===== src/rtl/hilo_acc_reg.sv =====
// HI/LO special-register pair with direct writes, same-cycle read bypass and a
// two-stage multiply-accumulate path (MADD/MADDU/MSUB/MSUBU) with busy and flush.
module hilo_acc_reg #(
  parameter int                    DATA_WIDTH  = 32,
  parameter logic [DATA_WIDTH-1:0] RESET_VALUE = '0
) (
  input  logic                  clk,
  input  logic                  rst,
  input  logic                  we_hi,
  input  logic [DATA_WIDTH-1:0] hi_data_in,
  input  logic                  we_lo,
  input  logic [DATA_WIDTH-1:0] lo_data_in,
  input  logic                  acc_valid,
  input  logic [1:0]            acc_op,
  input  logic [DATA_WIDTH-1:0] acc_a,
  input  logic [DATA_WIDTH-1:0] acc_b,
  input  logic                  flush,
  output logic [DATA_WIDTH-1:0] hi_data_out,
  output logic [DATA_WIDTH-1:0] lo_data_out,
  output logic                  busy
);

  localparam int ACC_W = 2 * DATA_WIDTH;

  function automatic logic signed [ACC_W-1:0] extend(input logic [DATA_WIDTH-1:0] v,
                                                     input logic                  sgn);
    extend = {{DATA_WIDTH{sgn & v[DATA_WIDTH-1]}}, v};
  endfunction

  logic [DATA_WIDTH-1:0]    hi_q;
  logic [DATA_WIDTH-1:0]    lo_q;
  logic                     vld_p1;
  logic                     sub_p1;
  logic signed [ACC_W-1:0]  prod_p1;
  logic signed [ACC_W-1:0]  a_ext_p0;
  logic signed [ACC_W-1:0]  b_ext_p0;
  logic signed [ACC_W-1:0]  acc_p2;
  logic signed [ACC_W-1:0]  sum_p2;

  // Stage 1: extend operands by signedness and register the full-width product
  always_comb begin
    a_ext_p0 = extend(acc_a, ~acc_op[0]);
    b_ext_p0 = extend(acc_b, ~acc_op[0]);
  end

  always_ff @(posedge clk or posedge rst) begin
    if (rst) begin
      vld_p1 <= 1'b0;
    end else begin
      vld_p1 <= acc_valid & ~flush;
    end
  end

  // Operands are captured only for real requests, so idle inputs never reach the datapath
  always_ff @(posedge clk) begin
    if (acc_valid && !flush) begin
      prod_p1 <= a_ext_p0 * b_ext_p0;
      sub_p1  <= acc_op[1];
    end
  end

  // Stage 2: commit modulo 2^(2W); direct writes override their half afterwards
  always_comb begin
    acc_p2 = {hi_q, lo_q};
    sum_p2 = sub_p1 ? (acc_p2 - prod_p1) : (acc_p2 + prod_p1);
  end

  always_ff @(posedge clk or posedge rst) begin
    if (rst) begin
      hi_q <= RESET_VALUE;
      lo_q <= RESET_VALUE;
    end else begin
      if (vld_p1 && !flush) begin
        hi_q <= sum_p2[ACC_W-1:DATA_WIDTH];
        lo_q <= sum_p2[DATA_WIDTH-1:0];
      end
      if (we_hi) hi_q <= hi_data_in;
      if (we_lo) lo_q <= lo_data_in;
    end
  end

  always_comb begin
    hi_data_out = we_hi ? hi_data_in : hi_q;
    lo_data_out = we_lo ? lo_data_in : lo_q;
    if (rst) begin
      hi_data_out = RESET_VALUE;
      lo_data_out = RESET_VALUE;
    end
  end

  assign busy = vld_p1;

endmodule


===== config.mk =====
export PLATFORM = sky130hd
export DESIGN_NAME = hilo_acc_reg
export DESIGN_NICKNAME = d
export VERILOG_FILES = /design/src/rtl/hilo_acc_reg.sv
export SDC_FILE = /design/constraint.sdc
export NUM_CORES = 2
export LEC_CHECK = 0
export BUFFER_PORTS_ARGS = -buffer_cell sky130_fd_sc_hd__buf_4
export CAP_MARGIN = 30
export CORE_ASPECT_RATIO = 0.6
export CORE_MARGIN = 5
export CORE_UTILIZATION = 60
export DETAILED_ROUTE_END_ITERATION = 7
export GPL_TIMING_DRIVEN = 0
export PLACE_DENSITY_LB_ADDON = 0.3
export SYNTH_ARGS = -nofsm -noshare
export SYNTH_HDL_FRONTEND = slang
export SYNTH_SLANG_ARGS = --single-unit

===== constraint.sdc =====
create_clock -name clk -period 4.8 [get_ports clk]
set_input_delay 0.48 -clock clk [delete_from_list [all_inputs] [get_ports clk]]
set_output_delay 0.48 -clock clk [all_outputs]
set_load 0.02 [all_outputs]

==> run metrics <==
H-tree depth=4; Mapped Area=48,020 um2; Avg Cell Area, Syn=8.958 um2; Seq/Total Area, Yosys=7.451%; Synth area leaders=fa_1 (47%), inv_1 (9.0%), ha_1 (7.2%), nand2_1 (6.3%), and2_1 (5.1%); min Tclk post-route=8.330 ns; Final period util=173.5%; largest net degree at the start of global routing=39; worst hold path class=in -> reg; wire per inst=27.92 um; Yosys top cell area share=46.94%; Yosys warning total=0; placed inst area=51,830 um2; Via density=5.962; EDFF count, synth=65; Buffers & Inverters on Critical Path=10; Buffers on Ports=195; RSZ-0062 raised after global routing=yes; Startpoint Class=input port; area grow syn2layout=19.41%; clk sinks=130; Initial DRC Count=4,817; setup violators final=68; relative slew slack=23.49%; TritonCTS clock tree=yes; Distinct cells, synth=72; GRT overflow=0; Inserted Clock Buffers=17; antenna violations before repair=9; RR Endpoint=hi_q[30]$_DFFE_PP0P_; share of cells above drive strength 1=19.50%; Die ar.=85,980 um2; Hold Fails Final Rpt=0; register bit total from synthesis=130; post-detailed-route DRC marker count=0; Final WS setup=-3.530 ns; first-pass GRT wire length=273,600 um; Core ar.=79,380 um2; # nets final=7,351; Max Fclk=120.0 MHz; CP required=5.00 ns; drt total wl=192,700 um; Mapped Cells=5,361; vias=41,140; # IOs=201; ys flop type=edfxtp_1; Crit. Startpoint=acc_a[31]; R2R depth=25; GRT Util Overall=43.89%; reg2reg start=prod_p1[4]$_DFFE_PP_; R2R Setup Slk=-0.51 ns; area leader, netlist=fa_1; Post-Place Cells=6,637; crit-path max cell delay=0.75 ns; max-slew violations=0; Finished Layout Cells=6,900; post-route ant nets=0; Rows=80; Setup crit end kind=register; Starting Density=60.50%; crit path DAT=8.53 ns; vias in the first global route=40,880; CTS root buf=clkbuf_16; clk_skew=0.008925 ns; critical path class=in -> reg; height of the die=229.1 um; Post-Layout Inst Area=57,340 um2; kind of cell adding the most delay to the critical path=adder cells; die extent in x=375.2 um; violated checks=setup timing; DR pass1 iterations=7; Crit path depth=33; CP endpoint=prod_p1[61]$_DFFE_PP_; clk slew on worst S/H paths=0.06 ns; Worst Tran Pin Value=1.139 ns; Setup WS pre-CTS=-4.591 ns; Crit-path slowest cell=fa_2; status=finished, violations left; # hold bufs at CTS=0; Max FO, Critical Path=7; asr flop ratio synth=50.00%; DP Wirelength=152,800 um; number of max-cap violations=0; CTS Buffer Depth=2; Worst-Skew Late Latency=0.45 ns; number of cells on the worst hold path=1; syn_nets=6,899; routability cong.=1.091
## cell usage in the layout (no fill, tap or decap), types with 21 or more instances in the layout
cell,n
nor2_1,154
buf_6,67
and2_4,29
ha_1,216
a21oi_1,204
ha_4,49
xor2_1,39
and2_1,360
clkbuf_4,45
inv_2,44
fa_2,67
o21ai_0,69
clkbuf_16,38
nand2b_1,67
inv_1,1098
clkbuf_1,47
mux2i_1,21
dfrtp_1,65
buf_8,25
xnor2_2,21
clkbuf_2,75
nor3_1,27
edfxtp_1,65
fa_1,1059
xnor2_1,134
buf_4,362
a21o_1,63
a21oi_2,52
nand2_1,785
o21ai_1,35
## final cells by class
type / instances / area [um2]
multi-input cells: 3813 / 41490
fillers: 5901 / 22030
inverters: 1150 / 4347
repair buffers: 443 / 3839
flip-flops and latches: 130 / 3578
plain buffers: 258 / 2158
well taps: 1066 / 1334
clock buffers: 17 / 425.4
clock inverters: 15 / 150.1
diodes: 8 / 20.02
## state kept, by name, summed over array words and instances, names as in the netlist
register and flops:
prod_p1 64, busy 1, lo_q 32, sub_p1 1, hi_q 32
## metal layers
metal	up-vias	wire (um)	part of all wire, %	GRT usage (%)
met5	-	294	0.15	1.110
met4	10	9173	4.8	14.54
met3	530	35550	18	24.63
met2	3135	72960	38	57.43
met1	20460	74690	39	61.31
li1	17000	-	-	-
## cell usage after synthesis, types with 12 or more instances
cell and count:
nand2_1 810, edfxtp_1 65, xnor2_1 155, a211oi_1 14, clkbuf_1 261, ha_1 276
a21o_1 63, dfrtp_1 65, o21a_1 19, inv_1 1150, a31oi_1 17, and3_1 12
nand3_1 19, a21oi_1 264, nand2b_1 72, or3_1 14, mux2i_1 21, nor2b_1 19
o21bai_1 18, nand4_1 20, fa_1 1126, o21ai_0 116, nor3_1 35, xor2_1 41
nor2_1 168, and2_1 388
## how the worst min path moves through the flow
| stage | from | endpoint | slack, ns |
|---|---|---|---|
| CTS | acc_op[1] | sub_p1$_DFFE_PP_ | 0.19 |
| detailed placement | hi_q[28]$_DFFE_PP0P_ | hi_q[28]$_DFFE_PP0P_ | 0.54 |
| global placement | hi_q[28]$_DFFE_PP0P_ | hi_q[28]$_DFFE_PP0P_ | 0.53 |
| floorplan | hi_q[20]$_DFFE_PP0P_ | hi_q[20]$_DFFE_PP0P_ | 0.50 |
| global route | acc_op[1] | sub_p1$_DFFE_PP_ | 0.20 |
| finish | acc_op[1] | sub_p1$_DFFE_PP_ | 0.21 |
## stage by stage
stage	util, %	hold slack (ns)	setup TNS, ns
5_1_grt	72.23	0.1998	-140.62
6_report	72.24	0.2087	-132.90
3_3_place_gp	65.00	0.5330	-200.26
2_1_floorplan	-	0.5008	-101.96
3_5_place_dp	65.30	0.5436	-191.78
4_1_cts	68.89	0.1874	-122.08
## cells by family after synthesis
family | synth area share [%]
and+or+nand+nor | 15.50
buffers and inverters | 11.08
adders and majority gates | 54.13
AOI/OAI and AO/OA | 7.636
xor gates and xnor gates | 3.575
DFF | 7.451
muxes | 0.6253
## repair_timing
item | in CTS | in global routing
pin swaps | 142 | 247
buffers inserted | 104 | 149
endpoints found under the setup margin | 89 | 90
gates resized for setup | 484 | 455
cloned | 1 | 1
Power is left out: the tool's default activity adds up to more than one toggle a clock period on the data nets, which glitch-free logic cannot reach.
